File: config.mk
export PLATFORM = sky130hd
export DESIGN_NAME = conv_window_mac
export DESIGN_NICKNAME = d
export VERILOG_FILES = /design/src/rtl/conv_window_mac.sv
export SDC_FILE = /design/constraint.sdc
export NUM_CORES = 1
export LEC_CHECK = 0
export BUFFER_PORTS_ARGS = -buffer_cell sky130_fd_sc_hd__buf_4
export CORE_MARGIN = 5
export CORE_UTILIZATION = 25
export CTS_BUF_LIST = sky130_fd_sc_hd__clkbuf_2 sky130_fd_sc_hd__clkbuf_4 sky130_fd_sc_hd__clkbuf_8
export DETAILED_ROUTE_END_ITERATION = 12
export GPL_ROUTABILITY_DRIVEN = 0
export PLACE_DENSITY = 0.42
export SETUP_SLACK_MARGIN = 0.1
export SLEW_MARGIN = 5
export SYNTH_ARGS = -nofsm -noshare
export SYNTH_HDL_FRONTEND = slang
export SYNTH_SLANG_ARGS = --single-unit
File: constraint.sdc
create_clock -name clk -period 26.5 [get_ports clk]
set_input_delay 5.3 -clock clk [delete_from_list [all_inputs] [get_ports clk]]
set_output_delay 5.3 -clock clk [all_outputs]
set_load 0.05 [all_outputs]
File: src/rtl/conv_window_mac.sv
// KxK window MAC: resident kernel, LANES signed-magnitude products per cycle, shift+saturate requantise.
// Result valid K*K/LANES+1 cycles after last x row; result held until y_ready, no loads accepted meanwhile.
module conv_window_mac #(
  parameter int N     = 16,
  parameter int K     = 3,
  parameter int LANES = 1,
  parameter int FRAC  = 0,
  parameter int ACCW  = 2*(N-1)+$clog2(K*K)+1
) (
  input  logic           clk,
  input  logic           rst_n,
  input  logic           w_valid,
  output logic           w_ready,
  input  logic [K*N-1:0] w_row,
  input  logic           x_valid,
  output logic           x_ready,
  input  logic [K*N-1:0] x_row,
  output logic           y_valid,
  input  logic           y_ready,
  output logic [N-1:0]   y_data,
  output logic           y_sat,
  output logic           busy
);

  localparam int EL   = K*K;
  localparam int MACC = EL/LANES;
  localparam int RW   = (K > 1) ? $clog2(K) : 1;
  localparam int EW   = (EL > 1) ? $clog2(EL) : 1;
  localparam int CW   = $clog2(MACC+1);
  localparam int MW   = 2*N-2;
  localparam logic [ACCW-1:0] MAXMAG = {{(ACCW-N+1){1'b0}}, {(N-1){1'b1}}};

  localparam logic [2:0] S_IDLE  = 3'd0;
  localparam logic [2:0] S_WLOAD = 3'd1;
  localparam logic [2:0] S_XLOAD = 3'd2;
  localparam logic [2:0] S_MAC   = 3'd3;
  localparam logic [2:0] S_OUT   = 3'd4;

  logic [2:0]      state_q, state_d;
  logic            wt_ok_q, wt_ok_d;
  logic [RW-1:0]   row_q, row_d;
  logic [CW-1:0]   cnt_q, cnt_d;
  logic [ACCW-1:0] acc_q, acc_d;
  logic [N-1:0]    y_data_q, y_data_d;
  logic            y_sat_q, y_sat_d;
  logic [N-1:0]    w_mem_q [EL];
  logic [N-1:0]    w_mem_d [EL];
  logic [N-1:0]    x_mem_q [EL];
  logic [N-1:0]    x_mem_d [EL];

  logic            w_wr, x_wr;
  logic [MW-1:0]   prod [LANES];
  logic            sgn  [LANES];
  logic [ACCW-1:0] lane_sum;
  logic [ACCW-1:0] shr, mag_r;
  logic            neg, sat;

  // Lane l of MAC cycle c handles element c*LANES+l in row-major order.
  always_comb begin
    for (int l = 0; l < LANES; l++) begin
      prod[l] = '0;
      sgn[l]  = 1'b0;
      if (int'(cnt_q)*LANES + l < EL) begin
        prod[l] = MW'(x_mem_q[EW'(int'(cnt_q)*LANES + l)][N-2:0]) *
                  MW'(w_mem_q[EW'(int'(cnt_q)*LANES + l)][N-2:0]);
        sgn[l]  = x_mem_q[EW'(int'(cnt_q)*LANES + l)][N-1] ^
                  w_mem_q[EW'(int'(cnt_q)*LANES + l)][N-1];
      end
    end
  end

  always_comb begin
    lane_sum = '0;
    for (int l = 0; l < LANES; l++) begin
      lane_sum = lane_sum + (sgn[l] ? -ACCW'(prod[l]) : ACCW'(prod[l]));
    end
  end

  // Arithmetic shift floors toward -inf; magnitude then saturates to N-1 bits.
  always_comb begin
    shr   = $signed(acc_q) >>> FRAC;
    neg   = shr[ACCW-1];
    mag_r = neg ? -shr : shr;
    sat   = mag_r > MAXMAG;
  end

  always_comb begin
    state_d  = state_q;
    wt_ok_d  = wt_ok_q;
    row_d    = row_q;
    cnt_d    = cnt_q;
    acc_d    = acc_q;
    y_data_d = y_data_q;
    y_sat_d  = y_sat_q;
    w_ready  = 1'b0;
    x_ready  = 1'b0;
    w_wr     = 1'b0;
    x_wr     = 1'b0;
    case (state_q)
      S_IDLE: begin
        w_ready = 1'b1;
        x_ready = wt_ok_q;
        if (w_valid) begin
          w_wr = 1'b1;
          if (K == 1) begin
            wt_ok_d = 1'b1;
          end else begin
            wt_ok_d = 1'b0;
            row_d   = RW'(1);
            state_d = S_WLOAD;
          end
        end else if (x_valid && wt_ok_q) begin
          x_wr = 1'b1;
          if (K == 1) begin
            cnt_d   = '0;
            acc_d   = '0;
            state_d = S_MAC;
          end else begin
            row_d   = RW'(1);
            state_d = S_XLOAD;
          end
        end
      end
      S_WLOAD: begin
        w_ready = 1'b1;
        if (w_valid) begin
          w_wr = 1'b1;
          if (row_q == RW'(K-1)) begin
            row_d   = '0;
            wt_ok_d = 1'b1;
            state_d = S_IDLE;
          end else begin
            row_d = row_q + 1'b1;
          end
        end
      end
      S_XLOAD: begin
        x_ready = 1'b1;
        if (x_valid) begin
          x_wr = 1'b1;
          if (row_q == RW'(K-1)) begin
            row_d   = '0;
            cnt_d   = '0;
            acc_d   = '0;
            state_d = S_MAC;
          end else begin
            row_d = row_q + 1'b1;
          end
        end
      end
      S_MAC: begin
        if (cnt_q < CW'(MACC)) begin
          acc_d = acc_q + lane_sum;
          cnt_d = cnt_q + 1'b1;
        end else begin
          y_sat_d  = sat;
          y_data_d = {neg, sat ? {(N-1){1'b1}} : mag_r[N-2:0]};
          state_d  = S_OUT;
        end
      end
      S_OUT: begin
        if (y_ready) state_d = S_IDLE;
      end
      default: state_d = S_IDLE;
    endcase
  end

  always_comb begin
    w_mem_d = w_mem_q;
    x_mem_d = x_mem_q;
    for (int c = 0; c < K; c++) begin
      if (w_wr) w_mem_d[EW'(int'(row_q)*K + c)] = w_row[N*c +: N];
      if (x_wr) x_mem_d[EW'(int'(row_q)*K + c)] = x_row[N*c +: N];
    end
  end

  always_ff @(posedge clk) begin
    if (!rst_n) begin
      state_q  <= S_IDLE;
      wt_ok_q  <= 1'b0;
      row_q    <= '0;
      cnt_q    <= '0;
      acc_q    <= '0;
      y_data_q <= '0;
      y_sat_q  <= 1'b0;
    end else begin
      state_q  <= state_d;
      wt_ok_q  <= wt_ok_d;
      row_q    <= row_d;
      cnt_q    <= cnt_d;
      acc_q    <= acc_d;
      y_data_q <= y_data_d;
      y_sat_q  <= y_sat_d;
    end
  end

  // Storage contents are qualified by wt_ok/state, so no reset is needed here.
  always_ff @(posedge clk) begin
    w_mem_q <= w_mem_d;
    x_mem_q <= x_mem_d;
  end

  assign y_valid = (state_q == S_OUT);
  assign busy    = (state_q != S_IDLE);
  assign y_data  = y_data_q;
  assign y_sat   = y_sat_q;

endmodule

==> flow_summary.yaml, run 1 <==
global_route:
  grt_pass1_vias: 25532
  grt_overflow: 0
  grt_pass1_wl_mm: 160
  antenna_found_initial: 3
  grt_use_total_pct: 16.4
  grt_max_degree: 68
drt:
  via_per_inst: 4.90
  drt_iter0_drc: 1786
  drc: 0
  first_pass_iters: 7
  drt_wl_total_mm: 105
  wire_per_inst_um: 20.0
  vias: 25825
  ant_nets: 0
floorplanning:
  core_area_mm2: 0.118
  initial_core_util_pct: 25.1
  num_rows: 126
  die_w_um: 353
  pin_count: 122
  die_y_um: 353
  dieArea_mm2: 0.125
cts:
  postCtsSetupRepairBufs: 0
  clkTransAtPathRegs_ns: 0.07
  cts-root-buf: "clkbuf_8"
  cts-resized-gates: 0
  cts_inserted_buffers: 71
  clock_path_buffers: 3
  cts_hold_buf: 0
  htree_levels: 3
  insertion_delay_ns: 0.69
  clock_sinks: 350
  tritoncts: "done"
critical_path:
  cpPeakStageDelay_ns: 1.03
  timing.setup.critical_path_class: "reg -> reg"
  crit_fanout: 45
  crit_arrival_ns: 12.11
  worstSetupEndpointType: "register"
  crit_required_ns: 27.07
  worstSetupStartpointType: "register"
  r2r_end: "acc_q[34]"
  r2r_setup_slack_ns: 14.96
  slowest_stage: "o21ai_1"
  reg2reg_from: "cnt_q[1]"
  ff2ff_path_depth: 39
  crit_top_cell: "fa_1"
sta:
  timing.hold.ws_ns: 0.523
  max_slew.worst_pin.slew_ns: 1.32
  final.setup_skew_ns: 0.0478
  hold_violations: 0
  final.min_clock_period_ns: 11.54
  tns_ns: 0
  setup_viol_count_final: 0
  final_max_slew_viol_count: 0
  slew-limit-headroom_pct: 11.3
  fmax_mhz: 86.7
  rsz0062_at_grt: "no"
  fin_crit_sh_pct: 43.5
synthesis:
  synth_cell_types: 81
  syn_area_per_cell_um2: 7.97
  synthTopCellsByArea: "dfxtp_1 24%, fa_1 11%, mux2i_1 9.3%"
  synth-main-ff-cell: "dfxtp_1"
  yosysTopAreaCell: "dfxtp_1"
  syn_area_mm2: 0.0295
  syn-num-nets: 4109
  synth.most_common_cell: "nand2_1"
  yosysSeqAreaShare_pct: 23.8
  synth-seq-cells: 350
  synth_edf_count: 0
  async_flop_share_pct: 0
  synth_cells: 3698
  yosysWarnings: 0
  synth_common_cells: "609 x nand2_1, 460 x o21ai_0, 350 x dfxtp_1, 275 x mux2i_1, 270 x nor2_1"
  synth_top_area_share_pct: 23.8
layout:
  area_delta_synth_final_pct: 13.1
  fin_nets: 4090
  num-fill-cells: 12818
  layout-drive-gt1-share_pct: 11.9
job:
  drv_cap: 0
worst_hold_path:
  hold_class: "reg -> reg"
  hp-start: "y_data[15]"
  worstHoldEndpoint: "y_data[15]"
  hold_path_depth: 2
outcome:
  outcome: "finished clean"
placed_design:
  hpwl_mm: 73.5
  io_buffers: 121
## kinds of logic (layout without fill, tap and decap cells)
kind of cell               count (synthesis)  count (layout)  synth area share (%)
xor gates and xnor gates                  86              86                  2.56
AOI/OAI and AO/OA                        924             924                  17.8
buffers and inverters                    509             541                  6.73
other                                      0               2                     0
and+or+nand+nor                         1177            1177                  17.3
DFF                                      350             350                  23.8
muxes                                    342             342                  14.4
adders and majority gates                310             310                  17.4
## critical path, delay by kind of cell (launching register included)
| kind | cells | cell delay, ns |
|---|---|---|
| AOI/OAI and AO/OA | 14 | 3.73 |
| muxes | 2 | 0.44 |
| buffers and inverters | 6 | 0.98 |
| DFF | 1 | 0.61 |
| and+or+nand+nor | 9 | 1.70 |
| adders and majority gates | 8 | 3.88 |
## registers in the layout, indices dropped and copies added (netlist names)
signal / count
acc_q: 35
cnt_q: 4
row_q: 2
state_q: 3
w_mem_q: 144
wt_ok_q: 1
x_mem_q: 144
y_data: 16
y_sat: 1
## worst max-delay path by stage
stage	to	startpoint
after detailed placement	acc_q[32]	cnt_q[0]
after CTS	acc_q[32]	cnt_q[0]
final	acc_q[34]	cnt_q[1]
after floorplan	acc_q[34]	cnt_q[0]
after global placement	acc_q[34]	cnt_q[1]
after global routing	acc_q[32]	cnt_q[0]
## layer usage
layer,track usage [%],vias to the layer above,share of wire [%]
met4,3.90,0,1.9
met1,22.5,12442,47
met2,27.5,602,47
li1,-,12659,-
met5,0,-,0
met3,2.00,122,4.1
## area by class of cell
class | instances | area, µm² | share of cell area [%]
clock inverter | 11 | 80.1 | 0.240
antenna | 2 | 5.00 | 0.0150
clock buffer | 113 | 1440 | 4.33
inverter | 228 | 856 | 2.57
timing repair buffer | 189 | 1420 | 4.26
multi-input combinational | 2839 | 20600 | 61.8
sequential | 350 | 7020 | 21.1
tap | 1536 | 1920 | 5.77
## cells in the final DEF, fill, tap and decap left out, types with 12 or more instances in the layout
cell type and count:
clkbuf_8 95, nor2_1 260, inv_1 227, ha_1 142, nand2b_1 12, o21ai_1 26, nand2_1 607, o21a_1 30
mux2i_1 275, nor2b_1 31, xor2_1 40, and2_1 33, dfxtp_1 347, a31oi_1 20, nor3_1 33, a21o_1 36
mux4_2 64, a21oi_1 226, nand3_1 111, xnor2_1 46, fa_1 168, or2_2 12, buf_4 189, o21ai_0 449
a211oi_1 12, a22oi_1 23, clkbuf_4 18
## per-stage QoR
step,instance area [µm²],instances,worst slack (ns),utilization [%]
6_report,33300,5268,14.96,28.3
5_1_grt,33300,5267,13.95,28.3
4_1_cts,33300,5266,14.90,28.3
3_5_place_dp,31800,5142,14.98,27.0
3_3_place_gp,31800,5142,14.97,27.0
2_1_floorplan,29500,3698,16.05,-
Power of run 1 is not shown: default switching activity piles up to over one toggle a cycle in this logic, so the estimate is an artifact.
==> run 2, diff against run 1 <==
Settings changed: PLACE_DENSITY 0.42 to 0.43.
Clock period 26.5 ns to 9.9 ns, I/O delays scaled along.
==> run 2 against run 1 <==
  * Sequential share of layout area is 1.4 points lower
  * Highest routed layer unchanged
  * Non-clock buffer count is 208 higher
  * Global-route usage is 0.26 points higher
  * Die area stayed put
  * Cell count is 4.1% higher
  * Clock-buffer cell count is 1 higher
  * Clock skew is 0.0072 ns lower
  * Critical path type unchanged
  * Wire length is 2.2% higher
  * Worst setup slack worse by 15 ns
  * Critical path depth is 1 higher
  * Hold slack worse by 0.0044 ns
  * Design area is 7.0% higher
==> flow_summary.yaml, run 2 (synthesis gave the netlist of run 1 again) <==
outcome:
  outcome: "finished clean"
critical_path:
  crit_arrival_ns: 10.21
  timing.setup.critical_path_class: "reg -> reg"
  slowest_stage: "fa_1"
  worstSetupStartpointType: "register"
  crit_required_ns: 10.49
  cpPeakStageDelay_ns: 0.55
  crit_fanout: 7
  crit_top_cell: "fa_1"
  worstSetupEndpointType: "register"
sta:
  setup_viol_count_final: 0
  hold_violations: 0
  max_slew.worst_pin.slew_ns: 1.20
  worst_slack_ns: 0.279
  final.min_clock_period_ns: 9.62
  rsz0062_at_grt: "yes"
  final.setup_skew_ns: 0.0406
  fmax_mhz: 104
  fin_crit_sh_pct: 97.2
  final_max_slew_viol_count: 0
  slew-limit-headroom_pct: 19.8
layout:
  mostFrequentLayoutCells: "605 x nand2_1, 444 x o21ai_0, 368 x buf_4, 347 x dfxtp_1, 266 x mux2i_1"
  layout-drive-gt1-share_pct: 18.7
  fin_util_pct: 30.3
  reg_top3: "w_mem_q x144, x_mem_q x144, acc_q x35"
  num-fill-cells: 12705
  area_delta_synth_final_pct: 21.1
  mostFrequentLayoutCell: "nand2_1"
  fin_nets: 4298
drt:
  ant_nets: 0
  via_per_inst: 4.85
  drt_iter0_drc: 1643
  drt_wl_total_mm: 107
  first_pass_iters: 6
  vias: 26589
  wire_per_inst_um: 19.6
  drc: 0
job:
  drv_cap: 0
floorplanning:
  num_rows: 126
  dieArea_mm2: 0.125
  core_area_mm2: 0.118
  die_y_um: 353
  pin_count: 122
  die_w_um: 353
  initial_core_util_pct: 25.1
global_route:
  grt_pass1_wl_mm: 165
  grt_max_degree: 81
  grt_use_total_pct: 16.6
  grt_overflow: 0
  antenna_found_initial: 3
  grt_pass1_vias: 26502
cts:
  clock_path_buffers: 3
  cts_hold_buf: 0
  cts_inserted_buffers: 71
  htree_levels: 3
  clock_sinks: 350
  cts-root-buf: "clkbuf_8"
  tritoncts: "done"
  clkTransAtPathRegs_ns: 0.06
  insertion_delay_ns: 0.70
placed_design:
  hpwl_mm: 75.5
  io_buffers: 121
  post-place-ws_ns: -0.0476
worst_hold_path:
  hold_class: "reg -> reg"
==> run 2: changes by cell type in the layout (fill, tap and decap cells not counted), moves of 6 or more <==
cell / change
buf_6: +9
nor3_1: -7
mux2i_2: +7
a21oi_2: +10
inv_2: +8
buf_4: +179
inv_1: -9
a21oi_1: -11
mux2i_1: -9
o21ai_2: +6
buf_12: +15
nor3_2: +7
==> run 2: final cells by class <==
type / count / area (µm²) / share of cell area (%)
multi-input cells: 2839 / 21000 / 58.9
clock inverters: 12 / 138 / 0.386
clock buffers: 114 / 1430 / 4.00
diodes: 6 / 15.0 / 0.0421
well taps: 1536 / 1920 / 5.39
repair buffers: 397 / 3270 / 9.17
flip-flops and latches: 350 / 7020 / 19.7
inverters: 228 / 860 / 2.41
==> run 2: worst paths after layout <==
kind	depth (start not counted)	endpoint	slack (ns)	startpoint
setup reg to reg	40	acc_q[34]	0.28	cnt_q[0]
hold / removal	2	y_data[15]	0.52	y_data[15]
setup / recovery	40	acc_q[34]	0.28	cnt_q[0]
hold reg to reg	2	y_data[15]	0.52	y_data[15]
==> run 2: timing repair <==
action | CTS | global route
setup buffers | 0 | 18
setup endpoints to repair | 4 | 13
cloned | 0 | 4
hold endpoints to repair | 0 | 0
pin swaps | 0 | 47
gates resized for setup | 8 | 106
==> run 2: routing by layer <==
metal | GRT usage [%] | part of all wire (%)
met1 | 22.7 | 47
met2 | 28.4 | 48
met3 | 2.01 | 3.8
met4 | 3.34 | 1.5
met5 | 0 | 0
==> run 2: critical path: cells and delay by family, from the launching register on <==
family	cells	cell delay, ns
compound gates	13	2.64
xor+xnor	1	0.19
fa+ha+maj	8	3.72
buf+inv	10	0.86
flops	1	0.48
mux	2	0.65
simple gates	6	0.96
==> run 2: metrics by stage <==
stage / cell area [µm²] / hold WS (ns) / std cells / TNS (ns)
after CTS: 35000 / 0.526 / 5455 / 0
after global routing: 35700 / 0.554 / 5479 / -0.137
after detailed placement: 33400 / 0.505 / 5329 / -0.0476
after floorplan: 29500 / 0.474 / 3698 / 0
after global placement: 33400 / 0.496 / 5329 / 0
final: 35700 / 0.518 / 5482 / 0
Power of run 2 is left out for the same reason.
